$ cat src/rtl/timer_scheduler.sv
`default_nettype none
// ============================================================================
//  Module   : timer_scheduler
//  Purpose  : Shares one 500 ms hardware timer among NREQ clients. A
//             round-robin arbiter picks a requester, loads its period count,
//             then runs the timer until that many timeout pulses have
//             arrived. Completion is signalled with a one-cycle done pulse.
//             If the owner drops its request, the grant is aborted.
//  Ports    : clk           - rising-edge clock
//             rst           - synchronous, active-low reset
//             req           - per-client request bits
//             periods       - per-client period counts, CW bits each
//             timer_timeout - one-cycle pulse from the shared timer
//             timer_en      - enable to the shared timer
//             timer_rst_n   - active-low synchronous clear to the shared timer
//             grant         - one-hot owner of the timer (zero when none)
//             done          - one-cycle completion pulse per client
//             busy          - high whenever the scheduler is not idle
//  Revision : 1.0 - initial release
// ============================================================================
module timer_scheduler #(
  parameter int NREQ = 4,
  parameter int CW   = 3
) (
  input  logic              clk,
  input  logic              rst,
  input  logic [NREQ-1:0]   req,
  input  logic [NREQ*CW-1:0] periods,
  input  logic              timer_timeout,
  output logic              timer_en,
  output logic              timer_rst_n,
  output logic [NREQ-1:0]   grant,
  output logic [NREQ-1:0]   done,
  output logic              busy
);

  localparam int IW = (NREQ > 1) ? $clog2(NREQ) : 1;
  localparam logic [NREQ-1:0] ONE = {{(NREQ-1){1'b0}}, 1'b1};

  typedef enum logic [1:0] {
    IDLE = 2'd0,
    LOAD = 2'd1,
    RUN  = 2'd2,
    FIN  = 2'd3
  } state_t;

  state_t          state;
  logic [IW-1:0]   winner;
  logic [IW-1:0]   last;
  logic [CW-1:0]   remaining;

  logic [IW-1:0]   pick;
  logic            pick_valid;
  logic [IW-1:0]   cand;

  // Round-robin search starting at last+1. The loop walks offsets from the
  // far end down to 1 so the closest requester is the final assignment and
  // therefore wins. Offset NREQ wraps back to last itself (lowest priority).
  always_comb begin
    pick       = '0;
    pick_valid = 1'b0;
    cand       = '0;
    for (int k = NREQ; k >= 1; k--) begin
      cand = last + IW'(k);
      if (req[cand]) begin
        pick       = cand;
        pick_valid = 1'b1;
      end
    end
  end

  always_ff @(posedge clk) begin
    if (!rst) begin
      state       <= IDLE;
      winner      <= '0;
      last        <= IW'(NREQ - 1);
      remaining   <= '0;
      grant       <= '0;
      done        <= '0;
      busy        <= 1'b0;
      timer_en    <= 1'b0;
      timer_rst_n <= 1'b0;
    end else begin
      done <= '0;
      case (state)
        IDLE: begin
          if (pick_valid) begin
            state       <= LOAD;
            winner      <= pick;
            remaining   <= periods[int'(pick)*CW +: CW];
            grant       <= ONE << pick;
            busy        <= 1'b1;
            timer_en    <= 1'b0;
            timer_rst_n <= 1'b0;
          end
        end

        LOAD: begin
          if (!req[winner]) begin
            // Owner withdrew: release without completion.
            state       <= IDLE;
            grant       <= '0;
            busy        <= 1'b0;
            timer_en    <= 1'b0;
            timer_rst_n <= 1'b0;
            last        <= winner;
          end else if (remaining == '0) begin
            state       <= FIN;
            grant       <= '0;
            done        <= ONE << winner;
            timer_en    <= 1'b0;
            timer_rst_n <= 1'b0;
          end else begin
            state       <= RUN;
            timer_en    <= 1'b1;
            timer_rst_n <= 1'b1;
          end
        end

        RUN: begin
          // Abort is tested first so it beats a coincident final timeout.
          if (!req[winner]) begin
            state       <= IDLE;
            grant       <= '0;
            busy        <= 1'b0;
            timer_en    <= 1'b0;
            timer_rst_n <= 1'b0;
            last        <= winner;
          end else if (timer_timeout) begin
            if (remaining <= CW'(1)) begin
              state       <= FIN;
              remaining   <= '0;
              grant       <= '0;
              done        <= ONE << winner;
              timer_en    <= 1'b0;
              timer_rst_n <= 1'b0;
            end else begin
              remaining <= remaining - CW'(1);
            end
          end
        end

        FIN: begin
          state <= IDLE;
          last  <= winner;
          busy  <= 1'b0;
        end

        default: begin
          state       <= IDLE;
          grant       <= '0;
          busy        <= 1'b0;
          timer_en    <= 1'b0;
          timer_rst_n <= 1'b0;
        end
      endcase
    end
  end

endmodule
`default_nettype wire

$ cat config.mk
export PLATFORM = sky130hd
export DESIGN_NAME = timer_scheduler
export DESIGN_NICKNAME = d
export VERILOG_FILES = /design/src/rtl/timer_scheduler.sv
export SDC_FILE = /design/constraint.sdc
export NUM_CORES = 1
export LEC_CHECK = 0
export ABC_CLOCK_PERIOD_IN_PS = 2410
export BUFFER_PORTS_ARGS = -buffer_cell sky130_fd_sc_hd__buf_4
export CAP_MARGIN = 15
export CORE_AREA = 2 2 63 65
export CTS_CLUSTER_SIZE = 20
export DETAILED_ROUTE_END_ITERATION = 8
export DIE_AREA = 0 0 65 67
export GPL_TIMING_DRIVEN = 0
export PLACE_DENSITY = 0.6
export SLEW_MARGIN = 20
export SYNTH_ARGS = -nofsm -noshare
export SYNTH_HDL_FRONTEND = slang
export SYNTH_SLANG_ARGS = --single-unit
$ cat constraint.sdc
create_clock -name clk -period 2.41 [get_ports clk]
set_clock_uncertainty 0.15 [all_clocks]
set_input_delay 0 -clock clk [delete_from_list [all_inputs] [get_ports clk]]
set_output_delay 0 -clock clk [all_outputs]
set_load 0.05 [all_outputs]
==> results of run 1 <==
[worst paths after layout]
check | cells past startpoint | to | start
setup / recovery | 6 | remaining[2]$_SDFFE_PN0P_ | winner[1]$_SDFFE_PN0P_
setup reg to reg | 6 | remaining[2]$_SDFFE_PN0P_ | winner[1]$_SDFFE_PN0P_
hold / removal | 4 | remaining[1]$_SDFFE_PN0P_ | periods[1]
hold reg to reg | 2 | grant[1]$_SDFFE_PN0P_ | grant[1]$_SDFFE_PN0P_
[cell families after synthesis]
kind of cell	Yosys count
AND/OR/NAND/NOR	54
flip-flops	19
multiplexers	10
adder cells (fa/ha/maj)	7
buffers and inverters	14
AO/OA/AOI/OAI	35
[power groups by stage]
stage	combinational (mW)	sequential [mW]	clock (mW)
after floorplan	0.225	0.423	0
after global placement	0.353	0.387	0
after detailed placement	0.360	0.390	0
after CTS	0.363	0.382	0.233
after global routing	0.398	0.388	0.248
final	0.359	0.382	0.231
[layer usage]
layer  vias up  track usage  part of all wire  wire length (um)
met2        25        0.255              0.51              1390
met4         0       0.0319            0.0092                25
li1        562            -                 -                 -
met1       507        0.150              0.44              1200
met5         -            0                 0                 0
met3         5       0.0253             0.041               111
[flip-flops by register name, summed over array words and instances, names as in the netlist]
| register | flops |
|---|---|
| busy | 1 |
| done | 4 |
| grant | 4 |
| last | 2 |
| remaining | 3 |
| state | 2 |
| timer_rst_n | 1 |
| winner | 2 |
[critical path, delay by kind of cell (launching register included)]
family | cells | cell delay [ns]
multiplexers | 1 | 0.62
AO/OA/AOI/OAI | 4 | 0.59
flip-flops | 1 | 0.46
AND/OR/NAND/NOR | 1 | 0.14
[what timing repair did]
action / CTS / global route
gates resized for setup: 0 / 0
endpoints found under the hold margin: 9 / 0
hold buffers: 1 / 0
[layout by cell type (no fill, tap or decap), drive strengths merged]
cell type and instances:
buf 32, dfxtp 19, o21ai 12, nand3 11
nand2 11, inv 9, nor2 8, nor2b 7
mux2i 7, ha 7, a21oi 7, nor3 5
a31oi 4, clkbuf 4, and2b 2, nand2b 2
or3 2, a21boi 2, mux2 2, o22ai 1
a21o 1, o311ai 1, a32oi 1, nor4 1
mux4 1, o21ba 1, o31a 1, nor4b 1
a31o 1, and2 1, o31ai 1, nand3b 1
o221a 1, or2b 1, nand4 1, a41o 1
clkinv 1, dlygate4sd3 1
[through the flow]
stage               power (mW)  setup slack, ns  utilization
detailed placement       0.750            0.360        0.401
floorplan                0.648            0.536            -
finish                   0.972            0.352        0.417
global route              1.03            0.198        0.417
CTS                      0.978            0.342        0.417
global placement         0.740            0.383        0.401
[cell type report]
| type | instances | area [um2] | share of cell area |
|---|---|---|---|
| clock inverter | 1 | 5.00 | 0.00333 |
| multi-input combinational | 106 | 727 | 0.484 |
| buffer | 5 | 35.0 | 0.0233 |
| timing repair buffer | 29 | 220 | 0.147 |
| sequential | 19 | 380 | 0.253 |
| tap | 48 | 60.1 | 0.0400 |
| clock buffer | 3 | 41.3 | 0.0275 |
| inverter | 9 | 33.8 | 0.0225 |
==> flow_metrics.tcl, run 1 <==
set metrics [dict create \
    outcome "complete, no violations" \
    diodes 0 \
    crit_chain "mux4_2 > a31oi_1 > a21oi_2 > nand4_1 > o21ai_1 > a41o_1" \
    start_util 0.326 \
    min_period_ns 2.06 \
    dpl.cell_count 215 \
    clockPowerShare 0.238 \
    crit_slowest_cell "mux4_2" \
    ir_drop_uv 238 \
    synth_commonest_cells "dfxtp_1, nand3_1, nand2_1, o21ai_0, inv_1" \
    clk_latency_ns 0.26 \
    power_density_nw_per_um2 647 \
    hold_viol_final 0 \
    final_area_um2 1500 \
    cts_setup_buffers 0 \
    rrSetupSlack_ns 0.35 \
    vias 1099 \
    synth_edf_count 0 \
    required_ns 2.42 \
    firstDrtPassIters 6 \
    nNetsFinal 199 \
    synthToLayoutAreaGrowth_pct 27.8 \
    grt_setup_unrepaired "no" \
    syn_area_um2 1180 \
    yosysUniqueCellTypes 42 \
    synth_top_area_cell "dfxtp_1" \
    ys_seq_area_frac 0.323 \
    p_sw_frac 0.364 \
    dieArea_um2 4360 \
    cap_violations 0 \
    dp_hpwl_mm 2.13 \
    seqPwrFrac 0.393 \
    yosys_warnings 0 \
    syn-num-nets 165 \
    synth_mux_area_frac 0.0979 \
    setup_tns_ns 0 \
    slew_headroom 0.594 \
    yosys-top-cells-area "dfxtp_1, ha_1, mux2i_1" \
    crit_fanout 7 \
    place_area_um2 1450 \
    ios 30 \
    cts_sinks 19 \
    ys_ff_latch 19 \
    wl_per_cell_um 12.4 \
    layout.cells.non_filler 220 \
    comb_power_share 0.369 \
    synth_top_family_by_area "simple AND/OR/NAND/NOR gates" \
    synth_xor_area_frac 0 \
    drive_gt1_frac 0.267 \
    hold_class "primary input to flip-flop" \
    critical_path_class "flip-flop to flip-flop" \
    cts_made_buffers 3 \
    htree_num_levels 1 \
    power.switching_mw 0.354 \
    p_leak_nw 0.645 \
    drc 0 \
    cp_slowest_stage_delay_ns 0.62 \
    synth-simple-area-share 0.244 \
    rows 22 \
    grt_pass1_vias 1032 \
    grt_pass1_wl_mm 4.49 \
    async_reset_ff_frac 0 \
    die_h_um 67 \
    track_usage 0.133 \
    cts_tree "yes" \
    drt_iter0_drc 40 \
    route.antenna.remaining_nets 0 \
    tightestPinTransition_ns 0.604 \
    timing.hold.ws_ns 0.0225 \
    yosysTopAreaCellShare 0.323 \
    power.internal_mw 0.618 \
    fillCellCount 369 \
    wl_mm 2.73 \
    max_freq_mhz 486 \
    gp_congestion 0.864 \
    synthAdderAreaFrac 0.0745 \
    coreArea_um2 3610 \
    cts.reportedPaths.clkPinSlew_ns 0.08 \
    finalSetupViolCount 0 \
    worst_setup_path_end_kind "flip-flop" \
    antenna_found_initial 0 \
    cts.root.buffer_cell "clkbuf_8" \
    avgSynthCellArea_um2 8.46 \
    grt_overflow_total 0 \
    start_kind "flip-flop" \
    die_w_um 65 \
    vias_per_cell 5.00 \
    arrival_ns 2.07 \
    yosysMostFrequentCell "dfxtp_1" \
    grt_start_max_net_pins 12 \
    cts_buffer_depth 2 \
    post-route-period-util 0.854 \
    synth_compound_area_frac 0.202 \
    final-max-slew-violation-count 0 \
    ys_dominant_reg_cell "dfxtp_1" \
    syn_inst 139 \
    port_buffers 28 \
]
Note: power is estimated with default switching activity, not from simulation.
==> run 2, diff against run 1 <==
==> config.mk (replaced) <==
export PLATFORM = sky130hd
export DESIGN_NAME = timer_scheduler
export DESIGN_NICKNAME = d
export VERILOG_FILES = /design/src/rtl/timer_scheduler.sv
export SDC_FILE = /design/constraint.sdc
export NUM_CORES = 1
export LEC_CHECK = 0
export ABC_CLOCK_PERIOD_IN_PS = 1700
export BUFFER_PORTS_ARGS = -buffer_cell sky130_fd_sc_hd__buf_4
export CAP_MARGIN = 15
export CORE_AREA = 2 2 54 56
export CTS_CLUSTER_SIZE = 20
export DETAILED_ROUTE_END_ITERATION = 8
export DIE_AREA = 0 0 56 58
export GPL_TIMING_DRIVEN = 0
export PLACE_DENSITY = 0.78
export SLEW_MARGIN = 20
export SYNTH_ARGS = -nofsm -noshare
export SYNTH_HDL_FRONTEND = slang
export SYNTH_SLANG_ARGS = --single-unit
==> constraint.sdc (replaced) <==
create_clock -name clk -period 1.7 [get_ports clk]
set_clock_uncertainty 0.15 [all_clocks]
set_input_delay 0 -clock clk [delete_from_list [all_inputs] [get_ports clk]]
set_output_delay 0 -clock clk [all_outputs]
set_load 0.05 [all_outputs]
==> flow_metrics.tcl, run 2 (synthesis results as in run 1) <==
set metrics [dict create \
    power.switching_mw 0.568 \
    drc 0 \
    antenna_found_initial 0 \
    clk_latency_ns 0.30 \
    crit_path_start "winner[1]$_SDFFE_PN0P_" \
    cp.depth 6 \
    p_sw_frac 0.380 \
    hold_viol_final 0 \
    hold_class "primary input to flip-flop" \
    rrSetupSlack_ns -0.16 \
    final-max-slew-violation-count 0 \
    violations "negative setup slack" \
    dieArea_um2 3250 \
    drive_gt1_frac 0.437 \
    coreArea_um2 2660 \
    grt_pass1_wl_mm 4.83 \
    min_period_ns 1.86 \
    cts_made_buffers 3 \
    track_usage 0.188 \
    power.internal_mw 0.927 \
    p_total_mw 1.50 \
    crit_buf_inv 0 \
    reg2reg_from "winner[1]$_SDFFE_PN0P_" \
    postLayoutSetupSlackWorst_ns -0.162 \
    critical_path_class "flip-flop to flip-flop" \
    slew_headroom 0.441 \
    wl_mm 2.98 \
    reg2reg_to "remaining[2]$_SDFFE_PN0P_" \
    cts_buffer_depth 2 \
    dpl.cell_count 198 \
    grt_pass1_vias 1140 \
    clockPowerShare 0.163 \
    crit_family "compound AO/OA/AOI/OAI gates" \
    post-route-period-util 1.10 \
    tightestPinTransition_ns 0.831 \
    route.antenna.remaining_nets 0 \
    nNetsFinal 217 \
    final_cell_mix "buf_4, dfxtp_1, nand3_1" \
    rows 19 \
    seqPwrFrac 0.365 \
    endpoint "remaining[2]$_SDFFE_PN0P_" \
    place_ws_ns -0.278 \
    htree_num_levels 1 \
    cts.root.buffer_cell "clkbuf_4" \
    power_density_nw_per_um2 852 \
    p_leak_nw 0.750 \
    cp_slowest_stage_delay_ns 0.57 \
    finalSetupViolCount 13 \
    ir_drop_uv 890 \
    start_kind "flip-flop" \
    vias_per_cell 5.45 \
    outcome "complete, but fails checks" \
    start_util 0.442 \
    required_ns 1.76 \
    layout_commonest_cell "buf_4" \
    postLayoutCoreUtil 0.659 \
    grt_setup_unrepaired "yes" \
    die_h_um 58 \
    crit_slowest_cell "mux4_2" \
    grt_start_max_net_pins 13 \
    diodes 0 \
    grt_overflow_total 0 \
    ios 30 \
    max_freq_mhz 537 \
    cts.reportedPaths.clkPinSlew_ns 0.12 \
    layout.cells.non_filler 221 \
    hold_depth 4 \
    comb_power_share 0.472 \
    port_buffers 28 \
    crit_fanout 7 \
    timing.hold.ws_ns 0.00263 \
    largestRegisters "done (4), grant (4), remaining (3)" \
    worst_setup_path_end_kind "flip-flop" \
    arrival_ns 1.92 \
    gp_congestion 0.896 \
    firstDrtPassIters 4 \
    place_area_um2 1430 \
    setup_tns_ns -1.18 \
    final_area_um2 1760 \
    vias 1205 \
    worstRegToRegCells 6 \
    wl_per_cell_um 13.5 \
    die_w_um 56 \
    crit_chain "mux4_2 > a31oi_4 > a21oi_4 > nand4_1 > o21ai_1 > a41o_1" \
    cts_tree "yes" \
    synthToLayoutAreaGrowth_pct 49.3 \
    dp_hpwl_mm 2.02 \
    cts_sinks 19 \
    cap_violations 0 \
    drt_iter0_drc 50 \
]
## run 2: cell types whose count changed in the layout (fill, tap and decap cells not counted), sizes merged
cell         before  now
buf              32   46
clkinvlp          0    1
clkinv            1    0
dlygate4sd3       1    5
## run 2: power by group through the flow
stage                     clock network (mW)  logic (mW)  registers, mW
after CTS                              0.250       0.612          0.542
after floorplan                            0       0.323          0.601
final                                  0.243       0.706          0.546
after global routing                   0.269       0.761          0.553
after detailed placement                   0       0.513          0.553
after global placement                     0       0.500          0.549
## run 2: cell type report
class | instances | area, um2
Sequential cell | 19 | 390
Multi-Input combinational cell | 106 | 848
Timing Repair Buffer | 47 | 377
Clock inverter | 1 | 7.51
Inverter | 9 | 33.8
Tap cell | 31 | 38.8
Fill cell | 210 | 907
Buffer | 5 | 37.5
Clock buffer | 3 | 22.5
## run 2: worst min path at each step
| stage | slack (ns) | to | startpoint |
|---|---|---|---|
| after floorplan | 0.12 | winner[0]$_SDFFE_PN0P_ | rst |
| after global placement | 0.15 | winner[0]$_SDFFE_PN0P_ | rst |
| after detailed placement | 0.16 | winner[0]$_SDFFE_PN0P_ | rst |
| after CTS | 0.001 | remaining[0]$_SDFFE_PN0P_ | periods[9] |
| after global routing | 0.03 | state[1]$_SDFFE_PN0P_ | timer_timeout |
| final | 0.003 | remaining[1]$_SDFFE_PN0P_ | periods[7] |
## run 2: layer usage
metal	vias to the layer above	global-route usage	routed length (um)
met3	4	0.0357	128
met2	38	0.341	1520
met1	561	0.228	1300
met5	-	0	0
met4	0	0.0510	29
li1	602	-	-
## run 2: worst register-to-register path, delay by kind of cell (launching register included)
family | cells | cell delay [ns]
compound gates | 4 | 0.58
flops | 1 | 0.37
mux | 1 | 0.57
simple gates | 1 | 0.11
## run 2: what timing repair did
item,in CTS,in global routing
gates resized for setup,13,25
pin swaps,5,11
setup endpoints to repair,14,19
buffers inserted,9,5
hold buffers,5,0
endpoints found under the hold margin,9,0
==> run 3, diff against run 2 <==
--- a/config.mk
+++ b/config.mk
@@ -13,7 +13,7 @@
 export DETAILED_ROUTE_END_ITERATION = 8
 export DIE_AREA = 0 0 56 58
 export GPL_TIMING_DRIVEN = 0
-export PLACE_DENSITY = 0.78
+export PLACE_DENSITY = 0.8
 export SLEW_MARGIN = 20
 export SYNTH_ARGS = -nofsm -noshare
 export SYNTH_HDL_FRONTEND = slang
==> flow_metrics.tcl, run 3 (synthesis results as in run 1) <==
set metrics [dict create \
    arrival_ns 1.91 \
    post-route-period-util 1.11 \
    start_util 0.442 \
    cts_buffer_depth 2 \
    tightestPinTransition_ns 0.800 \
    ios 30 \
    dp_hpwl_mm 2.08 \
    cp_slowest_stage_delay_ns 0.34 \
    cts_sinks 19 \
    grt_pass1_vias 1239 \
    grt.busiest_layer "met2" \
    grtUsageMet1 0.228 \
    ir_drop_uv 668 \
    hold_viol_final 0 \
    final_area_um2 1740 \
    largestRegisters "done (4), grant (4), remaining (3)" \
    synthToLayoutAreaGrowth_pct 47.9 \
    min_period_ns 1.88 \
    postLayoutSetupSlackWorst_ns -0.182 \
    coreArea_um2 2660 \
    cts.root.buffer_cell "clkbuf_4" \
    p_leak_nw 0.751 \
    cts.reportedPaths.clkPinSlew_ns 0.12 \
    crit_slowest_cell "dfxtp_2" \
    hold_class "primary input to flip-flop" \
    nNetsFinal 216 \
    track_usage 0.199 \
    grt_pass1_wl_mm 5.20 \
    grtUsageMet2 0.373 \
    cts_made_buffers 3 \
    vias_per_cell 5.61 \
    diodes 0 \
    wl_mm 3.18 \
    grt_overflow_total 0 \
    layout_commonest_cell "buf_4" \
    crit_chain "and2b_1 > o21ai_2 > o311ai_4 > buf_6 > mux2_4 > a32oi_1 > a31oi_1" \
    drc 0 \
    firstDrtPassIters 4 \
    die_w_um 56 \
    vias 1235 \
    required_ns 1.73 \
    gp_congestion 0.867 \
    place_ws_ns -0.274 \
    port_buffers 28 \
    power_density_nw_per_um2 853 \
    finalSetupViolCount 14 \
    route.antenna.remaining_nets 0 \
    antenna_found_initial 0 \
    cts_tree "yes" \
    clk_latency_ns 0.30 \
    drt_iter0_drc 22 \
    violations "negative setup slack" \
    critical_path_class "flip-flop to flip-flop" \
    start_kind "flip-flop" \
    slew_headroom 0.463 \
    die_h_um 58 \
    dieArea_um2 3250 \
    worst_setup_path_end_kind "flip-flop" \
    wl_per_cell_um 14.5 \
    final_cell_mix "buf_4, dfxtp_1, nand3_1" \
    grt_setup_unrepaired "yes" \
    max_freq_mhz 531 \
    final-max-slew-violation-count 0 \
    crit_fanout 6 \
    htree_num_levels 1 \
    rows 19 \
    outcome "complete, but fails checks" \
    met3_usage 0.0357 \
    place_area_um2 1430 \
    drive_gt1_frac 0.429 \
    grt_start_max_net_pins 12 \
    cap_violations 0 \
]
[run 3: power by group]
group	internal, mW	switching, mW	total, mW	leakage [nW]
combinational	0.328	0.374	0.702	0.576
sequential	0.500	0.0471	0.547	0.158
clock	0.0876	0.147	0.235	0.0177
[run 3: worst max-delay path: cells and delay by family (launching register included)]
family,cells,cell delay [ns]
AO/OA/AOI/OAI,4,0.62
AND/OR/NAND/NOR,1,0.19
flip-flops,1,0.34
buffers and inverters,1,0.17
multiplexers,1,0.30
[run 3: final cells by class]
class	count	area (um2)
fill	209	923
multi-input combinational	106	855
sequential	19	392
timing repair buffer	46	358
tap	31	38.8
buffer	5	35.0
inverter	9	33.8
clock buffer	3	22.5
clock inverter	1	5.00
[run 3: final timing paths]
kind                                            start                         to  slack (ns)  cells past startpoint
worst max-delay path             last[0]$_SDFFE_PN1P_  remaining[0]$_SDFFE_PN0P_       -0.18                      7
worst min-delay path                       periods[2]  remaining[2]$_SDFFE_PN0P_       0.009                      4
worst max register to register   last[0]$_SDFFE_PN1P_  remaining[0]$_SDFFE_PN0P_       -0.18                      7
worst min register to register  grant[3]$_SDFFE_PN0P_      grant[3]$_SDFFE_PN0P_        0.34                      2
[run 3: layer usage]
metal  share of wire  wire length, um  vias to the layer above
met1            0.41             1300                      575
met4           0.023               74                        0
met5               0                0                        -
met3           0.042              135                       13
li1                -                -                      602
met2            0.53             1670                       45
[run 3: through the flow]
step | total power [mW] | instances | utilization | hold WS, ns | TNS, ns
4_1_cts | 1.42 | 218 | 0.626 | 0.0136 | -0.916
5_1_grt | 1.57 | 220 | 0.653 | 0.0275 | -2.67
6_report | 1.48 | 220 | 0.653 | 0.00883 | -1.48
3_5_place_dp | 1.07 | 198 | 0.538 | 0.151 | -1.65
3_3_place_gp | 1.05 | 198 | 0.538 | 0.143 | -1.09
2_1_floorplan | 0.925 | 139 | - | 0.116 | -0.208
[run 3: what timing repair did]
action,in CTS,in global routing
endpoints found under the hold margin,9,0
setup endpoints to repair,15,16
hold buffers,5,0
setup buffers,11,2
gates resized for setup,21,15
pin swaps,9,12
